==> src/rtl/line_step_gen.sv <==
// line_step_gen: APB3-programmed two-axis Bresenham step/dir generator.
// One major-axis step per slot; the minor axis steps on error underflow.
module line_step_gen #(
  parameter int PERIOD_RST = 200,
  parameter int PERIOD_MIN = 4
) (
  input  logic        PCLK,
  input  logic        PRESERN,
  input  logic        PSEL,
  input  logic        PENABLE,
  input  logic        PWRITE,
  input  logic [31:0] PADDR,
  input  logic [31:0] PWDATA,
  output logic [31:0] PRDATA,
  output logic        PREADY,
  output logic        PSLVERR,
  output logic        step1,
  output logic        dir1,
  output logic        step2,
  output logic        dir2,
  output logic        busy
);

  typedef enum logic [1:0] {IDLE, LOAD, RUN} state_t;

  localparam logic [15:0] P_RST = 16'(PERIOD_RST);
  localparam logic [15:0] P_MIN = 16'(PERIOD_MIN);

  state_t state, nxt;

  logic [16:0] dx, dy;
  logic [15:0] period, eff, half, slot;
  logic [15:0] major, minor, remaining;
  logic [15:0] ld_major, ld_minor;
  logic signed [17:0] err, err_sub;
  logic x_major, fx, fy, done;
  logic wr, ctrl_wr, abort, start, last;
  logic x_ge, do_minor, sx, sy;
  logic unused;

  assign PREADY  = 1'b1;
  assign PSLVERR = 1'b0;
  assign unused  = ^{PADDR[31:4], PADDR[1:0], PWDATA[31:17]};

  assign wr      = PSEL & PENABLE & PWRITE;
  assign ctrl_wr = wr & (PADDR[3:2] == 2'd3);
  assign abort   = ctrl_wr & PWDATA[1];
  assign start   = ctrl_wr & PWDATA[0] & ~PWDATA[1]
                 & (state == IDLE);

  assign eff  = (period < P_MIN) ? P_MIN : period;
  assign half = eff >> 1;
  assign last = (slot == eff - 16'd1);

  assign x_ge     = dx[15:0] >= dy[15:0];
  assign ld_major = x_ge ? dx[15:0] : dy[15:0];
  assign ld_minor = x_ge ? dy[15:0] : dx[15:0];

  // err stays in [0, major) between slots, so one add restores it
  assign err_sub  = err - $signed({2'b00, minor});
  assign do_minor = err_sub[17];
  assign sx       = x_major | do_minor;
  assign sy       = ~x_major | do_minor;

  always_comb begin
    PRDATA = '0;
    unique case (PADDR[3:2])
      2'd0: PRDATA = {15'd0, dx};
      2'd1: PRDATA = {15'd0, dy};
      2'd2: PRDATA = {16'd0, period};
      2'd3: PRDATA = {remaining, 14'd0, done, busy};
      default: PRDATA = '0;
    endcase
  end

  always_ff @(posedge PCLK or negedge PRESERN) begin
    if (!PRESERN) state <= IDLE;
    else          state <= nxt;
  end

  always_comb begin
    nxt = state;
    unique case (state)
      IDLE: if (start) nxt = LOAD;
      LOAD: nxt = (ld_major == '0) ? IDLE : RUN;
      RUN:  if (last && remaining == 16'd1) nxt = IDLE;
      default: nxt = IDLE;
    endcase
    if (abort) nxt = IDLE;
  end

  always_ff @(posedge PCLK or negedge PRESERN) begin
    if (!PRESERN) begin
      dx        <= '0;
      dy        <= '0;
      period    <= P_RST;
      step1     <= 1'b0;
      step2     <= 1'b0;
      dir1      <= 1'b0;
      dir2      <= 1'b0;
      busy      <= 1'b0;
      done      <= 1'b0;
      err       <= '0;
      slot      <= '0;
      remaining <= '0;
      major     <= '0;
      minor     <= '0;
      x_major   <= 1'b0;
      fx        <= 1'b0;
      fy        <= 1'b0;
    end else begin
      if (wr && !busy) begin
        unique case (PADDR[3:2])
          2'd0: dx <= PWDATA[16:0];
          2'd1: dy <= PWDATA[16:0];
          2'd2: period <= PWDATA[15:0];
          default: ;
        endcase
      end
      if (abort) begin
        busy  <= 1'b0;
        step1 <= 1'b0;
        step2 <= 1'b0;
        fx    <= 1'b0;
        fy    <= 1'b0;
      end else begin
        unique case (state)
          IDLE: if (start) begin
            busy <= 1'b1;
            done <= 1'b0;
          end
          LOAD: begin
            dir1      <= dx[16];
            dir2      <= dy[16];
            major     <= ld_major;
            minor     <= ld_minor;
            x_major   <= x_ge;
            err       <= $signed({3'b000, ld_major[15:1]});
            remaining <= ld_major;
            slot      <= '0;
            if (ld_major == '0) begin
              busy <= 1'b0;
              done <= 1'b1;
            end
          end
          RUN: begin
            slot <= last ? '0 : slot + 16'd1;
            if (slot == '0) begin
              err   <= do_minor
                     ? err_sub + $signed({2'b00, major})
                     : err_sub;
              fx    <= sx;
              fy    <= sy;
              step1 <= sx;
              step2 <= sy;
            end else begin
              step1 <= fx & (slot < half);
              step2 <= fy & (slot < half);
            end
            if (last) begin
              remaining <= remaining - 16'd1;
              if (remaining == 16'd1) begin
                busy  <= 1'b0;
                done  <= 1'b1;
                step1 <= 1'b0;
                step2 <= 1'b0;
              end
            end
          end
          default: ;
        endcase
      end
    end
  end

endmodule
==> config.mk <==
export PLATFORM = sky130hd
export DESIGN_NAME = line_step_gen
export DESIGN_NICKNAME = d
export VERILOG_FILES = /design/src/rtl/line_step_gen.sv
export SDC_FILE = /design/constraint.sdc
export NUM_CORES = 1
export LEC_CHECK = 0
export ABC_AREA = 1
export ABC_CLOCK_PERIOD_IN_PS = 3430
export BUFFER_PORTS_ARGS = -buffer_cell sky130_fd_sc_hd__buf_2
export CORE_MARGIN = 3
export CORE_UTILIZATION = 35
export CTS_CLUSTER_SIZE = 20
export DETAILED_ROUTE_END_ITERATION = 7
export PLACE_DENSITY_LB_ADDON = 0.08
export SLEW_MARGIN = 20
export SYNTH_ARGS = -nofsm -noshare
export SYNTH_HDL_FRONTEND = slang
export SYNTH_SLANG_ARGS = --single-unit
==> constraint.sdc <==
create_clock -name PCLK -period 3.43 [get_ports PCLK]
set_input_delay 0 -clock PCLK [delete_from_list [all_inputs] [get_ports PCLK]]
set_output_delay 0 -clock PCLK [all_outputs]
set_load 0.01 [all_outputs]
==> metrics.md, run 1 <==
| Metric | Value |
|---|---|
| Run status | finished, final reports clean |
| Simple-gate portion of the synthesized area | 27.2% |
| Die Y | 178 µm |
| Period utilization | 97.3% |
| CTS tree | yes |
| Adder-Cell Fraction of Synth Area | 8.95% |
| Initial antenna violation count | 0 |
| DRC Markers | 0 |
| R2r setup slk | 0.09 ns |
| WS Path Type | register to register |
| Xor and xnor fraction of the mapped netlist area | 5.10% |
| Total routed wirelength | 33000 µm |
| Count of buffers from port buffering | 60 |
| Synth Warn # | 0 |
| Hold WC Path Type | input pin to async pin |
| Ys flop type | dfrtp_1 |
| RSZ-0062 raised after global routing | true |
| Final min period | 3.34 ns |
| Critical Path Source Type | register |
| Cell row count | 62 |
| Vias in the first global route | 9190 |
| Crit path DAT | 3.70 ns |
| Syn Area/Cell | 7.31 µm² |
| Core Box Area | 0.0289 mm² |
| Synthesized area | 0.0104 mm² |
| Unique cell type count in the Yosys netlist | 58 |
| Synth top cells by count | nand2_1, inv_1, dfrtp_1, nor2_1, o21ai_0 |
| Max-slew violation count | 0 |
| DR top layer | met4 |
| Layout Area Growth over Synthesis | 20.1% |
| Routed Antenna Nets | 0 |
| Async set or reset register ratio after synthesis | 100% |
| Total vias in the final route | 9568 |
| Inserted Clock Buffers | 17 |
| Number of synthesized flops with an enable pin | 0 |
| Final Hold Viols | 0 |
| Synthesis-stage register bit count | 143 |
| Clk Latency, worst-skew pair | 0.43 ns |
| Total Nets Final | 1662 |
| Post-synth net total | 1561 |
| Clk_skew | 0.0133 ns |
| Leading cell type by number of instances after synthesis | nand2_1 |
| Met3 routed WL | 986 µm |
| Total gr overflow | 0 |
| Htree depth | 4 |
| Initial Util | 35.9% |
| Mux cell area share after synthesis | 0% |
| Fillers | 2974 |
| Largest family of logic cells by synthesized area | simple AND/OR/NAND/NOR gates |
| Met1 Wirelength | 15700 µm |
| Worst slew margin | 39.1% |
| Per-cell routed wire length | 17.2 µm |
| Largest net degree at the start of global routing | 86 |
| Util after Layout | 43.1% |
| Register area share after synthesis | 34.5% |
| Antenna Cells | 0 |
| Clock Path Buffers | 2 |
| Max Clock Freq | 0.300 GHz |
| Slew of the pin with the lowest slew margin | 0.904 ns |
| CP Max Fanout | 4 |
| Drt first-iter violations | 688 |
| Compound-gate portion of the synthesized area | 15.8% |
| Clock sinks | 143 |
| Vias/cell | 4.99 |
| I/O pin count | 108 |
| CTS root buf | clkbuf_16 |
| 1st-pass router iterations | 6 |
| Die Area | 0.0317 mm² |
| CP required | 3.79 ns |
| Final setup violating endpoints | 0 |
| Layout cells sized above 1 | 16.8% |
| Cell accounting for the most synthesized area | dfrtp_1 |
| Yosys top cell area share | 33.8% |
| Max Cap Viol | 0 |
| GRT Overall Usage | 21.2% |
| GP Congestion | 0.908 |
| First-pass GRT wire length | 51600 µm |
| Chip Width | 178 µm |
| Leading post-synthesis cells by cell area | dfrtp_1, nand2_1, ha_1, inv_1, o21ai_0 |
| Setup crit end kind | register |
| Met2 WL | 15800 µm |
| Clock transition at path regs | 0.07 ns |
| DP Wirelength | 25500 µm |
| Gate count after technology mapping | 1419 |
## critical path, cell delays in order, from the launching register on
cell and delay [ns]:
dfrtp_1 0.38, inv_1 0.06, ha_2 0.16, inv_2 0.04, fa_2 0.37, nand3_2 0.10
nand2_4 0.07, a31o_2 0.22, xor2_1 0.18, inv_1 0.10, ha_4 0.30, nand2_1 0.08
o21ai_1 0.23, nand2_1 0.09, nand4_1 0.12, nand3_1 0.09, nand2_2 0.11, buf_4 0.13
xor2_2 0.14, o211ai_1 0.11, a31oi_1 0.19
## state kept, by name, summed over array words and instances (netlist names)
name and count:
period 16, minor 16, fy 1, slot 16, dy 17, remaining 16
done 1, step1 1, dx 17, dir1 1, err 18, x_major 1
step2 1, fx 1, major 16, state 2, busy 1, dir2 1
## timing repair
| item | in CTS | in global routing |
|---|---|---|
| hold buffers | 18 | 0 |
| buffers inserted | 2 | 7 |
| setup endpoints to repair | 4 | 11 |
| resized for setup | 6 | 55 |
| pin swaps | 3 | 20 |
| endpoints found under the hold margin | 134 | 0 |
| cloned | 0 | 0 |
## final cells by class
type                            count  area, µm²  area share (%)
Multi-Input combinational cell   1058       6210            49.8
Sequential cell                   143       3580            28.7
Timing Repair Buffer              127        900            7.22
Inverter                          173        652            5.23
Clock buffer                       23        488            3.91
Tap cell                          384        480            3.85
Clock inverter                      8        153            1.22
## stage by stage
stage	setup TNS [ns]	hold WS [ns]	worst slack (ns)	cell area (µm²)	instances
finish	0	0.203	0.0922	12500	1916
detailed placement	-0.202	0.130	-0.0781	11300	1858
global route	-0.518	0.286	-0.127	12500	1916
global placement	-0.0284	0.130	-0.0284	11300	1858
CTS	-0.0311	0.233	-0.0311	12200	1909
floorplan	0	-0.296	0.268	10400	1419
## placed cells by master (no fill, tap or decap), drive strengths merged, types with 14 or more instances in the layout
cell         netlist  layout
xor2              43      43
xnor2             14      14
nand4             26      26
a31oi             30      30
dfrtp            140     140
a21oi             79      79
nor3              23      23
nand2            368     368
o21ai            120     120
buf               15     109
inv              172     173
nor2             146     146
dlygate4sd3        0      18
clkbuf            30      23
nand3             60      60
ha                71      71
o211ai            30      30
## cells by family after synthesis
| logic type | after synthesis |
|---|---|
| compound gates | 281 |
| xor+xnor | 58 |
| fa+ha+maj | 73 |
| buf+inv | 218 |
| flops | 143 |
| other cells | 2 |
| simple gates | 644 |
## worst paths after layout
path                       depth (start not counted)            end    start
min reg2reg                                        2           dir1     dir1
max in group asynchronous                          3      period[6]  PRESERN
min in group PCLK                                  7           done  PENABLE
min                                                2  remaining[11]  PRESERN
max                                               20        err[13]   err[0]
max reg2reg                                       20        err[13]   err[0]
## layer usage
layer	GRT usage, %	up-vias
met4	5.10	0
met5	0	-
met3	2.70	29
li1	-	4871
met1	29.3	4500
met2	35.2	168
Power of run 1 is left out: the tool's default activity adds up to more than one toggle a clock period on the data nets, which glitch-free logic cannot reach.
==> run 2, diff against run 1 <==
--- a/config.mk
+++ b/config.mk
@@ -9,7 +9,7 @@
 export ABC_CLOCK_PERIOD_IN_PS = 3430
 export BUFFER_PORTS_ARGS = -buffer_cell sky130_fd_sc_hd__buf_2
 export CORE_MARGIN = 3
-export CORE_UTILIZATION = 35
+export CORE_UTILIZATION = 60
 export CTS_CLUSTER_SIZE = 20
 export DETAILED_ROUTE_END_ITERATION = 7
 export PLACE_DENSITY_LB_ADDON = 0.08
==> run 2 against run 1 <==
Against the previous run: global-route usage up 11 points; cell count down 8.2%; fmax down 0.40%; worst hold slack better by 0.0099 ns; count of clock-buffer cells in the layout down 3; critical path depth up 1; critical endpoint is now err[16].
==> metrics.md, run 2 (synthesis gave the netlist of run 1 again) <==
| Metric | Value |
|---|---|
| Cell row count | 47 (-24%) |
| Clk Latency, worst-skew pair | 0.43 ns (about the same) |
| Max Cap Viol | 0 (unchanged) |
| 1st-pass router iterations | 6 (unchanged) |
| CTS root buf | clkbuf_16 |
| Htree depth | 4 (unchanged) |
| Initial antenna violation count | 0 (unchanged) |
| Core Box Area | 0.0168 mm² (-42%) |
| CP Launch Point | err[0] |
| Die Area | 0.0189 mm² (-40%) |
| Final min period | 3.35 ns (+0.0134 ns) |
| Final setup TNS | 0 ns (unchanged) |
| Inserted Clock Buffers | 17 (unchanged) |
| Count of buffers from port buffering | 60 (unchanged) |
| Commonest non-fill, non-tap cell in the layout | nand2_1 |
| Clock Path Buffers | 2 (unchanged) |
| Largest net degree at the start of global routing | 84 (-2.3%) |
| Vias/cell | 5.72 (+14%) |
| Reg2reg path depth | 21 (+5.0%) |
| Period utilization | 97.7% (+0.39 points) |
| Hold_ws | 0.213 ns (+0.00992 ns) |
| Routed Antenna Nets | 0 (unchanged) |
| Util after Layout | 73.2% (+30 points) |
| Layout cells sized above 1 | 17.6% (+0.78 points) |
| Layout Area Growth over Synthesis | 18.2% |
| I/O pin count | 108 (unchanged) |
| Max Clock Freq | 0.298 GHz (-0.40%) |
| First-pass GRT wire length | 47500 µm (-8.1%) |
| Slew of the pin with the lowest slew margin | 0.837 ns (-0.0674 ns) |
| DRC Markers | 0 (unchanged) |
| Die Y | 138 µm (-23%) |
| Critical Path Source Type | register |
| Crit path DAT | 3.64 ns (-0.06 ns) |
| Total gr overflow | 0 (unchanged) |
| Final setup violating endpoints | 0 (unchanged) |
| Top Registers | err: 18 flops, dx: 17 flops, dy: 17 flops |
| Initial Util | 61.9% (+26 points) |
| GP Congestion | 0.942 (+3.7%) |
| Drt first-iter violations | 872 (+27%) |
| Max-slew violation count | 0 (unchanged) |
| CTS tree | yes |
| Run status | finished, final reports clean |
| Reg with most FFs | err |
| Most frequent cells in the layout | nand2_1, inv_1, dfrtp_1, nor2_1, o21ai_0 |
| Max reg flops | 18 (unchanged) |
| RSZ-0062 raised after global routing | true |
| DP Wirelength | 22000 µm (-14%) |
| WS Path Type | register to register |
| Final Hold Viols | 0 (unchanged) |
| RR Startpoint | err[0] |
| Clk_skew | 0.0106 ns (-0.00260 ns) |
| Clock sinks | 143 (unchanged) |
| Antenna Cells | 0 (unchanged) |
| Chip Width | 138 µm (-23%) |
| Total Nets Final | 1667 (+0.30%) |
| Total vias in the final route | 10051 (+5.0%) |
| Setup crit end kind | register |
| Vias in the first global route | 9253 (+0.69%) |
| Worst slew margin | 43.7% (+4.6 points) |
| CP required | 3.72 ns (-0.07 ns) |
| Hold WC Path Type | input pin to async pin |
| Per-cell routed wire length | 17.4 µm (+0.87%) |
| Total routed wirelength | 30500 µm (-7.5%) |
| CP Max Fanout | 4 (unchanged) |
| GRT Overall Usage | 32.4% (+11 points) |
| Reg2Reg Capture Point | err[16] |
| Clock transition at path regs | 0.07 ns (about the same) |
| R2r setup slk | 0.08 ns (about the same) |
-- run 2: changes by cell type in the layout (fill, tap and decap cells not counted), sizes merged --
cell | previous run | this run
buf | 109 | 114
bufinv | 4 | 2
clkbuf | 23 | 20
clkinv | 2 | 5
clkinvlp | 2 | 1
inv | 173 | 177
-- run 2: how the worst max path moves through the flow --
| stage | endpoint | slack, ns |
|---|---|---|
| final | err[16] | 0.08 |
| after global routing | err[16] | -0.13 |
| after CTS | err[17] | 0.009 |
| after detailed placement | err[16] | -0.11 |
| after global placement | err[16] | -0.01 |
| after floorplan | err[16] | 0.27 |
-- run 2: metrics by stage --
stage	instance area [µm²]	cells	worst slack, ns
finish	12300	1758	0.0788
global route	12300	1758	-0.133
CTS	11900	1746	0.00879
detailed placement	11100	1696	-0.111
global placement	11100	1696	-0.0124
floorplan	10400	1419	0.268
-- run 2: timing repair --
item,CTS,global route
cloned,0,0
hold buffers,18,0
hold endpoints to repair,131,0
pin swaps,2,20
gates resized for setup,6,55
endpoints found under the setup margin,3,28
setup buffers,0,12
-- run 2: layout make-up --
| class | instances | area, µm² |
|---|---|---|
| tap | 220 | 275 |
| clock buffer | 20 | 467 |
| multi-input combinational | 1058 | 6230 |
| sequential | 143 | 3580 |
| fill | 1379 | 4500 |
| timing repair buffer | 132 | 905 |
| inverter | 173 | 652 |
| clock inverter | 12 | 146 |
-- run 2: routing by layer --
metal / part of all wire [%] / vias to the layer above / routed length [µm] / global-route usage (%)
met1: 45 / 4743 / 13800 / 47.3
li1: - / 4877 / - / -
met3: 7.2 / 49 / 2210 / 4.89
met5: 0 / - / 0 / 0
met4: 2.0 / 0 / 620 / 9.20
met2: 45 / 382 / 13900 / 49.8
-- run 2: critical path, stage by stage, from the launching register on --
cell	delay [ns]
dfrtp_1	0.39
inv_1	0.07
ha_1	0.14
inv_2	0.04
fa_2	0.35
nand3_2	0.07
nand2_2	0.08
nand2_2	0.07
nand3_2	0.09
a21oi_2	0.21
xor2_1	0.22
ha_1	0.30
buf_4	0.15
buf_4	0.13
nand2_1	0.10
inv_1	0.06
a21boi_0	0.24
o211ai_1	0.17
nand2_1	0.12
a21oi_1	0.07
o21ai_1	0.08
o21ai_1	0.07
Power of run 2 is left out for the same reason.
==> run 3, diff against run 2 <==
--- a/config.mk
+++ b/config.mk
@@ -6,10 +6,10 @@
 export NUM_CORES = 1
 export LEC_CHECK = 0
 export ABC_AREA = 1
-export ABC_CLOCK_PERIOD_IN_PS = 3430
+export ABC_CLOCK_PERIOD_IN_PS = 4140
 export BUFFER_PORTS_ARGS = -buffer_cell sky130_fd_sc_hd__buf_2
 export CORE_MARGIN = 3
-export CORE_UTILIZATION = 60
+export CORE_UTILIZATION = 65
 export CTS_CLUSTER_SIZE = 20
 export DETAILED_ROUTE_END_ITERATION = 7
 export PLACE_DENSITY_LB_ADDON = 0.08
==> constraint.sdc (replaced) <==
create_clock -name PCLK -period 4.14 [get_ports PCLK]
set_input_delay 0 -clock PCLK [delete_from_list [all_inputs] [get_ports PCLK]]
set_output_delay 0 -clock PCLK [all_outputs]
set_load 0.01 [all_outputs]
==> run 3 against run 2 <==
Against the previous run: the flow now finishes with violations (negative hold slack); global-route usage increased by 1.2 points; cell count decreased by 2.8%; count of clock-buffer cells in the layout down 2; non-clock buffer count is 40 lower; routed wire length decreased by 6.1%; worst hold slack worse by 0.22 ns; cell area decreased by 5.0%; register-to-register slack improved by 0.34 ns; largest cell class unchanged.
==> metrics.md, run 3 (synthesis gave the netlist of run 1 again) <==
| Metric | Value |
|---|---|
| Total routed wirelength | 28700 µm (-6.1%) |
| Initial antenna violation count | 1 (+1) |
| Clock sinks | 143 (unchanged) |
| Crit path DAT | 4.07 ns (+0.43 ns) |
| Clk_skew | 0.0117 ns (+0.00106 ns) |
| Failing checks | negative hold slack |
| Total vias in the final route | 9768 (-2.8%) |
| Die Y | 132 µm (-3.8%) |
| Final setup violating endpoints | 0 (unchanged) |
| Clk Latency, worst-skew pair | 0.43 ns (about the same) |
| Run status | complete, but fails checks |
| CP required | 4.49 ns (+0.77 ns) |
| Final min period | 3.72 ns (+0.370 ns) |
| Commonest non-fill, non-tap cell in the layout | nand2_1 |
| Layout cells sized above 1 | 12.2% (-5.4 points) |
| Reg with most FFs | err |
| 1st-pass router iterations | 7 (+1) |
| Setup crit end kind | register |
| Hold_ws | -0.00648 ns (-0.220 ns) |
| Layout Area Growth over Synthesis | 12.3% |
| Cell mode on critical path | nand2_1 |
| Critical Path Source Type | register |
| Final Hold Viols | 9 (+9) |
| Clock Path Buffers | 2 (unchanged) |
| Top Registers | err: 18 flops, dx: 17 flops, dy: 17 flops |
| RSZ-0062 raised after global routing | false |
| Max stage delay on crit path | 0.41 ns (+0.02 ns) |
| Family with the most delay on the worst path | simple AND/OR/NAND/NOR gates |
| Slowest cell on crit path | fa_1 |
| CP Max Fanout | 5 (+1) |
| Post-CTS Setup Repair Bufs | 0 (unchanged) |
| Worst slew margin | 25.4% (-18 points) |
| Antenna Cells | 0 (unchanged) |
| Routed Antenna Nets | 0 (unchanged) |
| GRT Overall Usage | 33.6% (+1.2 points) |
| Htree depth | 4 (unchanged) |
| Hold WC Path Type | input pin to async pin |
| GP Congestion | 0.964 (+2.3%) |
| Total gr overflow | 0 (unchanged) |
| Chip Width | 132 µm (-3.8%) |
| Most frequent cells in the layout | nand2_1, inv_1, dfrtp_1, nor2_1, o21ai_0 |
| Max-slew violation count | 0 (unchanged) |
| Max reg flops | 18 (unchanged) |
| I/O pin count | 108 (unchanged) |
| Clock transition at path regs | 0.07 ns (about the same) |
| Final setup TNS | 0 ns (unchanged) |
| Max Clock Freq | 0.269 GHz (-10%) |
| CTS root buf | clkbuf_16 |
| WP buf/inv | 4 (-1) |
| Total Nets Final | 1627 (-2.4%) |
| Core Box Area | 0.0154 mm² (-8.0%) |
| Largest net degree at the start of global routing | 109 (+30%) |
| Initial Util | 67.3% (+5.3 points) |
| Vias in the first global route | 9169 (-0.91%) |
| Vias/cell | 5.72 (about the same) |
| Slew of the pin with the lowest slew margin | 1.12 ns (+0.279 ns) |
| Count of buffers from port buffering | 60 (unchanged) |
| Period utilization | 89.9% (-7.8 points) |
| DRC Markers | 0 (unchanged) |
| Inserted Clock Buffers | 17 (unchanged) |
| Max Cap Viol | 0 (unchanged) |
| Cell row count | 45 (-4.3%) |
| CTS tree | yes |
| Fillers | 1242 (-9.9%) |
| Drt first-iter violations | 1003 (+15%) |
| Die Area | 0.0175 mm² (-7.4%) |
| Per-cell routed wire length | 16.8 µm (-3.4%) |
| First-pass GRT wire length | 47100 µm (-0.86%) |
| WS Path Type | register to register |
| DP Wirelength | 21000 µm (-4.5%) |
run 3: cell count changes in the layout (fill, tap and decap cells not counted), sizes merged:
cell	previous run	this run
buf	114	74
inv	177	176
clkinvlp	1	3
clkbuf	20	18
clkinv	5	6
run 3: worst register-to-register path: stages, from the launching register on:
cell and delay, ns:
dfrtp_1 0.38, inv_1 0.06, ha_1 0.13, inv_1 0.08, fa_1 0.41, nand3_1 0.09
nand2_1 0.13, nand2_1 0.11, nand3_1 0.10, a21oi_1 0.23, o21ai_1 0.15, nand2_1 0.09
nand2_1 0.08, xnor2_1 0.19, inv_1 0.06, ha_1 0.35, nand2_1 0.09, nor2_1 0.09
inv_1 0.05, nor3_1 0.13, nand2_1 0.07, o211ai_1 0.11, nand2_1 0.11, a21oi_1 0.18
o21ai_0 0.11, o21ai_0 0.08
run 3: worst paths after layout:
| path | from | to | slack, ns | cells past startpoint |
|---|---|---|---|---|
| worst max-delay path | err[0] | err[16] | 0.42 | 25 |
| worst min-delay path | PRESERN | dx[11] | -0.006 | 2 |
| worst max register to register | err[0] | err[16] | 0.42 | 25 |
| worst min register to register | dir2 | dir2 | 0.47 | 2 |
| max in group asynchronous | PRESERN | period[3] | 2.89 | 4 |
| min in group PCLK | PENABLE | done | 0.32 | 7 |
run 3: area by class of cell:
cell class	count	area, µm²	share of cell area, %
inverters	173	652	5.60
multi-input cells	1058	5940	51.0
clock buffers	18	439	3.77
clock inverters	14	159	1.36
repair buffers	92	612	5.25
flip-flops and latches	143	3580	30.8
well taps	211	264	2.27
run 3: metrics by stage:
step | setup slack, ns | hold WS (ns) | instance area [µm²] | cells | utilization (%)
5_1_grt | 0.00393 | 0.00427 | 11600 | 1709 | 75.5
4_1_cts | 0.405 | 0.287 | 11600 | 1708 | 75.3
3_5_place_dp | 0.445 | 0.200 | 10800 | 1658 | 70.2
2_1_floorplan | 0.978 | -0.296 | 10400 | 1419 | -
6_report | 0.418 | -0.00648 | 11600 | 1709 | 75.5
3_3_place_gp | 0.535 | 0.205 | 10800 | 1658 | 70.2
run 3: per-layer routing:
| metal | global-route usage (%) | up-vias | share of wire (%) |
|---|---|---|---|
| met1 | 48.8 | 4589 | 45 |
| met5 | 0 | - | 0.038 |
| met3 | 6.15 | 44 | 7.4 |
| met2 | 51.8 | 339 | 45 |
| met4 | 9.41 | 2 | 2.0 |
| li1 | - | 4794 | - |
run 3: what timing repair did:
action | 4_1_cts | 5_1_grt
hold buffers | 18 | 0
hold endpoints to repair | 155 | 0
setup endpoints to repair | 0 | 1
resized for setup | 0 | 1
Power of run 3 is left out for the same reason.
